===== src/rtl/multiplicador_seq.sv =====
// Sequential unsigned 32x32 -> 64 shift-and-add multiplier built around a
// 32-bit ripple-carry adder; one multiplier bit is consumed per clock.

module full_adder (
  input  logic a,
  input  logic b,
  input  logic cin,
  output logic s,
  output logic cout
);
  assign s    = a ^ b ^ cin;
  assign cout = (a & b) | (cin & (a ^ b));
endmodule

module ripple_carry_adder (
  input  logic [31:0] A,
  input  logic [31:0] B,
  input  logic        Cin,
  output logic [31:0] Soma,
  output logic        Cout
);
  logic [32:0] carry;

  assign carry[0] = Cin;
  assign Cout     = carry[32];

  for (genvar i = 0; i < 32; i++) begin : g_bit
    full_adder u_fa (
      .a   (A[i]),
      .b   (B[i]),
      .cin (carry[i]),
      .s   (Soma[i]),
      .cout(carry[i+1])
    );
  end
endmodule

module multiplicador_seq (
  input  logic        clock,
  input  logic        reset,
  input  logic        inicio,
  input  logic [31:0] A,
  input  logic [31:0] B,
  output logic        ocupado,
  output logic        pronto,
  output logic [63:0] Produto
);
  typedef enum logic [1:0] {OCIOSO, CALC, FIM} estado_t;

  estado_t     estado, prox;
  logic [31:0] M, P_hi, P_lo;
  logic [4:0]  cont;
  logic [31:0] parcela, soma;
  logic        cout;

  // Partial product is either the multiplicand or zero, chosen by the
  // multiplier bit about to be shifted out.
  assign parcela = P_lo[0] ? M : 32'd0;

  ripple_carry_adder u_rca (
    .A   (P_hi),
    .B   (parcela),
    .Cin (1'b0),
    .Soma(soma),
    .Cout(cout)
  );

  assign Produto = {P_hi, P_lo};

  always_comb begin
    prox    = estado;
    ocupado = 1'b0;
    pronto  = 1'b0;
    case (estado)
      OCIOSO: if (inicio) prox = CALC;
      CALC: begin
        ocupado = 1'b1;
        if (cont == 5'd31) prox = FIM;
      end
      FIM: begin
        pronto = 1'b1;
        prox   = OCIOSO;
      end
      default: prox = OCIOSO;
    endcase
  end

  always_ff @(posedge clock) begin
    if (reset) begin
      estado <= OCIOSO;
      M      <= '0;
      P_hi   <= '0;
      P_lo   <= '0;
      cont   <= '0;
    end else begin
      estado <= prox;
      case (estado)
        OCIOSO: if (inicio) begin
          M    <= A;
          P_hi <= '0;
          P_lo <= B;
          cont <= '0;
        end
        CALC: begin
          // 65-bit {carry, sum, multiplier} shifted right by one
          {P_hi, P_lo} <= {cout, soma, P_lo[31:1]};
          cont         <= cont + 5'd1;
        end
        default: ;
      endcase
    end
  end
endmodule


===== config.mk =====
export PLATFORM = sky130hd
export DESIGN_NAME = multiplicador_seq
export DESIGN_NICKNAME = d
export VERILOG_FILES = /design/src/rtl/multiplicador_seq.sv
export SDC_FILE = /design/constraint.sdc
export NUM_CORES = 1
export LEC_CHECK = 0
export ABC_AREA = 0
export BUFFER_PORTS_ARGS = -buffer_cell sky130_fd_sc_hd__buf_2
export CORE_ASPECT_RATIO = 0.75
export CORE_MARGIN = 3
export CORE_UTILIZATION = 56
export DETAILED_ROUTE_END_ITERATION = 6
export PLACE_DENSITY = 0.86
export SLEW_MARGIN = 0
export SYNTH_ARGS = -nofsm -noshare
export SYNTH_HDL_FRONTEND = slang
export SYNTH_HIERARCHICAL = 1
export SYNTH_SLANG_ARGS = --single-unit
export TNS_END_PERCENT = 5

===== constraint.sdc =====
create_clock -name clock -period 27.2 [get_ports clock]
set_input_delay 4.08 -clock clock [delete_from_list [all_inputs] [get_ports clock]]
set_output_delay 4.08 -clock clock [all_outputs]
set_load 0.03 [all_outputs]

==> results of run 1 <==
cell families after synthesis:
group           share of synthesized area
flops                               0.428
fa+ha+maj                           0.138
buf+inv                            0.0509
compound gates                      0.136
other cells                      0.000779
simple gates                        0.245
how the worst max path moves through the flow:
stage                  from       end  depth (start not counted)
finish              P_lo[0]  P_hi[30]                         35
global route        P_lo[0]  P_hi[30]                         35
CTS                 P_lo[0]  P_hi[30]                         35
detailed placement  P_lo[0]  P_hi[30]                         35
global placement    P_lo[0]  P_hi[30]                         35
floorplan           P_lo[0]  P_hi[30]                         36
area by class of cell:
cell class	count	area, µm²	share of cell area
clock buffer	13	250	0.0435
multi-input combinational	412	2520	0.438
sequential	103	2060	0.359
tap	105	131	0.0229
clock inverter	3	90.1	0.0157
timing repair buffer	136	693	0.121
inverter	1	5.00	0.000871
metal layers:
metal  vias up  track usage
met5         -            0
met2       152        0.396
met3        29       0.0551
met4         0       0.0721
met1      1975        0.315
li1       2067            -
through the flow:
| stage | util | area [µm²] |
|---|---|---|
| after floorplan | - | 4810 |
| final | 0.707 | 5750 |
| after global routing | 0.707 | 5750 |
| after detailed placement | 0.665 | 5410 |
| after CTS | 0.707 | 5750 |
| after global placement | 0.665 | 5410 |
worst register-to-register path: cells and delay by family (launching register included):
family | cells | cell delay (ns)
compound gates | 1 | 0.15
fa+ha+maj | 32 | 12.95
flops | 1 | 0.62
simple gates | 2 | 0.38
layout by cell type, fill, tap and decap left out, types with 2 or more instances in the layout:
master	n
a21oi_1	67
ha_1	2
a311oi_1	32
clkbuf_1	3
nand2_1	162
dfxtp_1	103
fa_1	32
nand3_1	36
nor2_1	34
and2_1	32
clkbuf_16	9
buf_4	5
bufinv_16	3
buf_2	131
power by group:
part | internal, W | total, W | switching [W]
clock | 0.0000926 | 0.000146 | 0.0000529
sequential | 0.000159 | 0.000165 | 0.00000645
combinational | 0.0000156 | 0.0000496 | 0.0000340
total | 0.000267 | 0.000361 | 0.0000933
flip-flops by register name (all words and copies together), names as in the netlist:
signal / count
M: 32
P_hi: 32
P_lo: 32
cont: 5
estado: 2
==> impl_metrics.ini, run 1 <==
[run_status]
outcome = complete, no violations

[global_routing]
grt_pass1_vias = 4089
grt_usage = 0.239
grt_max_degree = 104
grt_antenna_before_repair = 0
grt_overflow = 0
grt_pass1_wl_um = 19100

[place]
gp_congestion = 0.814
dp_slack_ns = 13.20
port_buffers = 132
dp_cells = 757
hpwl_um = 7620

[clock_tree]
ctsHtreeMaxLevel = 3
cts_tree = yes
clk_path_buf_depth = 2
cts-root-buf = clkbuf_16
cts_sinks = 103
insertion_delay_ns = 0.33
post-cts-setup-buffer-count = 0
clkTransAtPathRegs_ns = 0.07
hold_buffers = 0
cts_resized = 0
cts_buffers = 9

[timing]
rsz0062_at_grt = no
final-hold-violation-count = 0
setup_violations = 0
period_share = 0.520
timing.final.max_slew_violations = 0
fin_crit_ns = 14.14
setup_tns_ns = 0
tightest_slew_ns = 1.29
slew_headroom = 0.143
worst_hold_slack_ns = 0.451
skew_ns = 0.00760
timing.fmax_ghz = 0.0707
finalWorstSetupSlack_ns = 13.06

[critical_path]
cpPeakStageDelay_ns = 0.62
crit_path_end_kind = register
path_delay_family = adder cells
critPathLaunchType = register
critPathRequiredTime_ns = 27.45
rrSetupSlack_ns = 13.06
crit_path_frequent_cell = fa_1
r2r_start = P_lo[0]
worst-setup-path-type = reg -> reg
worst-path-buf-inv = 0
ff2ff_path_depth = 35
cp.arrival_ns = 14.40
crit-reg2reg-capture = P_hi[30]
slowest_stage = dfxtp_1
crit_path_max_fanout = 34

[synth]
yosysMostFrequentCell = nand2_1
synth-edff-count = 0
ys_seq_area_frac = 0.428
async_flop_share = 0
ys_warn_count = 6
synth_flop_cell = dfxtp_1
synth.distinct_cells = 28
synth_top_cell_by_area = dfxtp_1
syn_inst = 563
synth_area_um2 = 4810
synth_nets = 664
ys_seq_elements = 103
synth_area_leaders = dfxtp_1 43%, fa_1 13%, nand2_1 13%
synth_top_cell_area_share = 0.428
postSynthAreaPerCell_um2 = 8.55
yosys-top-cells-count = 162 x nand2_1, 103 x dfxtp_1, 67 x a21oi_1

[drt]
vias = 4223
vias_per_cell = 5.46
ant_nets = 0
drc = 0
wl_per_cell_um = 15.1
dr_wl_met3_um = 751
dr_wl_met2_um = 5650
drt-met1-wl_um = 5020
top_layer = met4
drt_iter0_markers = 456
finalWirelength_um = 11700
firstDrtPassIters = 5

[finish]
area_growth_syn_to_layout_pct = 19.4
layoutNonFillerInstCount = 773
insertedDiodeCount = 0
drive_above_1_share = 0.231
nFillCells = 639
fin_nets = 764

[floorplanning]
num_rows = 28
chipHeight_um = 86.3
die_w_um = 113
initial_core_util = 0.592
core_um2 = 8130
die-area_um2 = 9760
pin_count = 133

[worst_hold_path]
holdPathEnd = M[10]
hold_path_startpoint = M[10]
hold_path.class = reg -> reg
hold_depth = 2

[pwr]
leakage_nw = 2.62
power_density_nw_per_um2 = 62.7
ir_drop_v = 0.0000391
fin_total_pwr_w = 0.000361

[run]
max_cap_viol_count = 0
(Power assumes the default switching activity.)
==> inputs of run 2 (changes only) <==
Settings changed: CORE_UTILIZATION 56 to 47, PLACE_DENSITY 0.86 to 0.77.
Clock period 27.2 ns to 11.4 ns, I/O delays scaled along.
==> impl_metrics.ini, run 2 (synthesized netlist as in run 1, its figures left out) <==
[global_routing]
grt_pass1_vias = 4054
grt_pass1_wl_um = 19400
grt_overflow = 0
grt_usage = 0.209
grt_max_degree = 104
grt_antenna_before_repair = 0

[drt]
vias = 4258
vias_per_cell = 5.30
drc = 0
drt_iter0_markers = 323
firstDrtPassIters = 5
wl_per_cell_um = 15.0
finalWirelength_um = 12000
ant_nets = 0

[clock_tree]
cts-root-buf = clkbuf_16
cts_buffers = 9
clkTransAtPathRegs_ns = 0.07
cts_tree = yes
insertion_delay_ns = 0.34
clk_path_buf_depth = 2
cts_sinks = 103
ctsHtreeMaxLevel = 3

[place]
dp_cells = 788
place_area_um2 = 5550
gp_congestion = 0.787
dp_slack_ns = -0.645
port_buffers = 132
hpwl_um = 8050

[finish]
mostFrequentLayoutCells = 162 x nand2_1, 131 x buf_2, 101 x dfxtp_1
reg_top3 = M x32, P_hi x32, P_lo x32
area_growth_syn_to_layout_pct = 21.7
drive_above_1_share = 0.290
final_common_cell = nand2_1
insertedDiodeCount = 0
fin_nets = 768
nFillCells = 869
final-seq-area_um2 = 2070
postLayoutCellArea_um2 = 5860
final_util = 0.597
multi_input_area_um2 = 2600
layoutNonFillerInstCount = 804

[critical_path]
worst-path-buf-inv = 0
crit-reg2reg-capture = P_hi[30]
crit_path_frequent_cell = fa_2
path_delay_family = adder cells
critPathRequiredTime_ns = 11.66
crit_path_end_kind = register
cpPeakStageDelay_ns = 0.48
critPathLaunchType = register
slowest_stage = fa_1
r2r_start = P_lo[0]
worst-setup-path-type = reg -> reg
crit_path_max_fanout = 2
rrSetupSlack_ns = -0.72
ff2ff_path_depth = 35
cp.arrival_ns = 12.38

[worst_hold_path]
hold_path.class = reg -> reg
hold_depth = 2
hold_path_startpoint = M[24]
holdPathEnd = M[24]

[timing]
slew_headroom = 0.283
rsz0062_at_grt = yes
setup_violations = 4
final-hold-violation-count = 0
fin_crit_ns = 12.12
tightest_slew_ns = 1.08
skew_ns = 0.00823
timing.final.max_slew_violations = 0
setup_tns_ns = -1.79
finalWorstSetupSlack_ns = -0.717
period_share = 1.06
timing.fmax_ghz = 0.0825

[run]
max_cap_viol_count = 0

[run_status]
outcome = complete, but fails checks
violations = negative setup slack

[floorplanning]
chipHeight_um = 93.7
die-area_um2 = 11500
pin_count = 133
num_rows = 31
die_w_um = 123
core_um2 = 9810
initial_core_util = 0.491

[pwr]
power_density_nw_per_um2 = 140
ir_drop_v = 0.0000833
leakage_nw = 2.53
-- run 2: changes by cell type in the layout (fill, tap and decap cells not counted), sizes merged --
| cell | delta |
|---|---|
| clkinv | +1 |
| bufinv | -2 |
| clkinvlp | +3 |
| inv | +1 |
| buf | +4 |
| clkbuf | -3 |
-- run 2: area by class of cell --
| type | instances | share of cell area |
|---|---|---|
| Multi-Input combinational cell | 412 | 0.444 |
| Sequential cell | 103 | 0.353 |
| Inverter | 1 | 0.000854 |
| Tap cell | 132 | 0.0282 |
| Clock buffer | 10 | 0.0391 |
| Timing Repair Buffer | 140 | 0.123 |
| Clock inverter | 6 | 0.0120 |
-- run 2: power breakdown --
part           internal, W  switching (W)  leakage (nW)
Sequential        0.000379      0.0000135         0.845
Combinational    0.0000382      0.0000841          1.55
Clock             0.000171       0.000134         0.135
-- run 2: metal layers --
layer  track usage  up-vias  routed length (µm)
met1         0.280     2011                5200
met4        0.0662        0                 257
met3        0.0536       21                 859
met5             0        -                   0
li1              -     2075                   -
met2         0.332      151                5720
-- run 2: worst max path at each step --
stage                 start       end  depth (start not counted)
floorplan           P_lo[0]  P_hi[30]                         36
finish              P_lo[0]  P_hi[30]                         35
CTS                 P_lo[0]  P_hi[30]                         35
global route           M[0]  P_hi[30]                         35
detailed placement  P_lo[0]  P_hi[30]                         35
global placement    P_lo[0]  P_hi[30]                         35
-- run 2: per-stage QoR --
step	hold slack, ns	total power, W
after CTS	0.453	0.000829
after floorplan	0.432	0.000486
after global routing	0.471	0.000859
after global placement	0.442	0.000519
after detailed placement	0.444	0.000524
final	0.451	0.000821
-- run 2: worst min-delay path: stages (launching register included) --
cell and delay, ns:
dfxtp_1 0.30, nand2_1 0.05, a21oi_1 0.05
-- run 2: what timing repair did --
action / in CTS / in global routing
endpoints found under the setup margin: 4 / 4
hold buffers: 0 / 0
pin swaps: 0 / 0
resized for setup: 1 / 2
buffers inserted: 0 / 0
==> inputs of run 3 (changes only) <==
Settings changed: ABC_AREA 0 to 1, CORE_MARGIN 3 to unset, CORE_UTILIZATION 47 to 48, PLACE_DENSITY 0.77 to 0.78.
==> impl_metrics.ini, run 3 <==
[run_status]
outcome = complete, but fails checks
violations = negative setup slack

[critical_path]
crit_path_frequent_cell = fa_2
cp-endpoint = P_hi[30]
worst-setup-path-type = reg -> reg
critPathLaunchType = register
ff2ff_path_depth = 36
startpoint = P_lo[0]
slowest_stage = fa_1
cp.arrival_ns = 12.25
cpPeakStageDelay_ns = 0.49
crit_path_end_kind = register
rrSetupSlack_ns = -0.58
crit_path_max_fanout = 2
crit-reg2reg-capture = P_hi[30]
r2r_start = P_lo[0]
critPathRequiredTime_ns = 11.67

[place]
port_buffers = 132
dp_slack_ns = -0.569
hpwl_um = 7450
gp_congestion = 0.782

[clock_tree]
cts-root-buf = clkbuf_16
insertion_delay_ns = 0.34
clk_path_buf_depth = 2
hold_buffers = 0
ctsHtreeMaxLevel = 3
clkTransAtPathRegs_ns = 0.06
cts_tree = yes
cts_sinks = 103
cts_buffers = 9

[drt]
firstDrtPassIters = 5
vias_per_cell = 4.65
drc = 0
finalWirelength_um = 10900
ant_nets = 0
drt_iter0_markers = 264
wl_per_cell_um = 11.6
vias = 4386

[finish]
final-seq-area_um2 = 2070
insertedDiodeCount = 0
drive_above_1_share = 0.237
area_growth_syn_to_layout_pct = 19.1
mostFrequentLayoutCells = 201 x nand2_1, 132 x buf_2, 131 x nor2_1
reg_top3 = M x32, P_hi x32, P_lo x32
multi_input_area_um2 = 2580
final_common_cell = nand2_1
nFillCells = 1004
fin_nets = 904

[timing]
tightest_slew_ns = 1.03
skew_ns = 0.00727
timing.fmax_ghz = 0.0834
rsz0062_at_grt = yes
period_share = 1.05
timing.final.max_slew_violations = 0
finalWorstSetupSlack_ns = -0.585
final-hold-violation-count = 0
fin_crit_ns = 11.98
setup_violations = 3
slew_headroom = 0.313

[synth]
ys_seq_elements = 103
synth_top_cell_area_share = 0.406
syn_inst = 698
synth-edff-count = 0
yosysMostFrequentCell = nand2_1
async_flop_share = 0
yosys-top-cells-count = 202 x nand2_1, 131 x nor2_1, 103 x dfxtp_1
synth_flop_cell = dfxtp_1
synth_area_um2 = 5080
synth_top_cell_by_area = dfxtp_1
synth_area_leaders = dfxtp_1 41%, nand2_1 15%, fa_1 13%
synth.distinct_cells = 22
ys_seq_area_frac = 0.406
postSynthAreaPerCell_um2 = 7.28
synth_nets = 799
ys_warn_count = 6

[floorplanning]
pin_count = 133
core_um2 = 10300
die-area_um2 = 11000
chipHeight_um = 91.1
die_w_um = 121
num_rows = 32
initial_core_util = 0.494

[pwr]
leakage_nw = 3.07
power_density_nw_per_um2 = 135
fin_total_pwr_w = 0.000816
ir_drop_v = 0.0000742

[run]
max_cap_viol_count = 0

[global_routing]
grt_overflow = 0
grt_usage = 0.211
grt_max_degree = 67
grt_antenna_before_repair = 0
grt_pass1_vias = 4139
grt_pass1_wl_um = 18600

[worst_hold_path]
hold_path.class = reg -> reg
==> run 3: cell count changes in the layout (fill, tap and decap cells not counted), sizes merged, moves of 3 or more <==
cell,previous run,this run
nor2,34,131
o21ai,0,66
nand3,36,3
nand2,162,203
buf,140,137
a21oi,67,38
inv,1,74
and2,32,0
a311oi,32,0
==> run 3: per-layer routing <==
metal	part of all wire	vias to the layer above	track usage	wire, µm
met3	0.055	8	0.0678	602
met1	0.48	1975	0.269	5270
met4	0.013	0	0.0504	138
li1	-	2318	-	-
met5	0	-	0	0
met2	0.45	85	0.347	4920
==> run 3: logic make-up after synthesis <==
group | after synthesis | share of synthesized area
flip-flops | 103 | 0.406
other | 1 | 0.000738
AO/OA/AOI/OAI | 104 | 0.102
adder cells (fa/ha/maj) | 34 | 0.131
AND/OR/NAND/NOR | 340 | 0.254
buffers and inverters | 116 | 0.105
==> run 3: how the worst min path moves through the flow <==
stage | start | to | slack [ns] | cells after the start
2_1_floorplan | cont[4] | cont[4] | 0.44 | 2
3_3_place_gp | cont[4] | cont[4] | 0.46 | 2
3_5_place_dp | cont[4] | cont[4] | 0.47 | 2
4_1_cts | cont[4] | cont[4] | 0.48 | 2
5_1_grt | cont[4] | cont[4] | 0.50 | 2
6_report | cont[4] | cont[4] | 0.48 | 2
==> run 3: through the flow <==
stage | instances | hold WS (ns) | setup TNS, ns | instance area, µm² | util
2_1_floorplan | 698 | 0.444 | -1.45 | 5180 | -
3_3_place_gp | 928 | 0.459 | -1.04 | 5780 | 0.562
3_5_place_dp | 928 | 0.471 | -1.28 | 5780 | 0.562
4_1_cts | 943 | 0.481 | -1.27 | 6050 | 0.588
5_1_grt | 943 | 0.495 | -2.40 | 6050 | 0.588
6_report | 943 | 0.482 | -1.31 | 6050 | 0.588
==> run 3: cell type report <==
class	instances	share of cell area
clock buffer	12	0.0407
clock inverter	3	0.00310
inverter	73	0.0453
multi-input combinational	479	0.426
sequential	103	0.341
tap	136	0.0281
timing repair buffer	137	0.115
==> run 3: timing repair <==
action                     4_1_cts  5_1_grt
setup endpoints to repair        3        4
gates resized for setup          2        1
buffers inserted                 0        0
pin swaps                        2        1
==> run 3: where the power goes <==
part / switching, W / internal, W
Sequential: 0.0000123 / 0.000382
Combinational: 0.0000965 / 0.0000451
Clock: 0.000128 / 0.000153
==> run 3: critical path: cells and delay by family (launching register included) <==
kind	cells	cell delay, ns
flops	1	0.34
buf+inv	1	0.04
fa+ha+maj	32	11.27
simple gates	2	0.11
compound gates	1	0.14
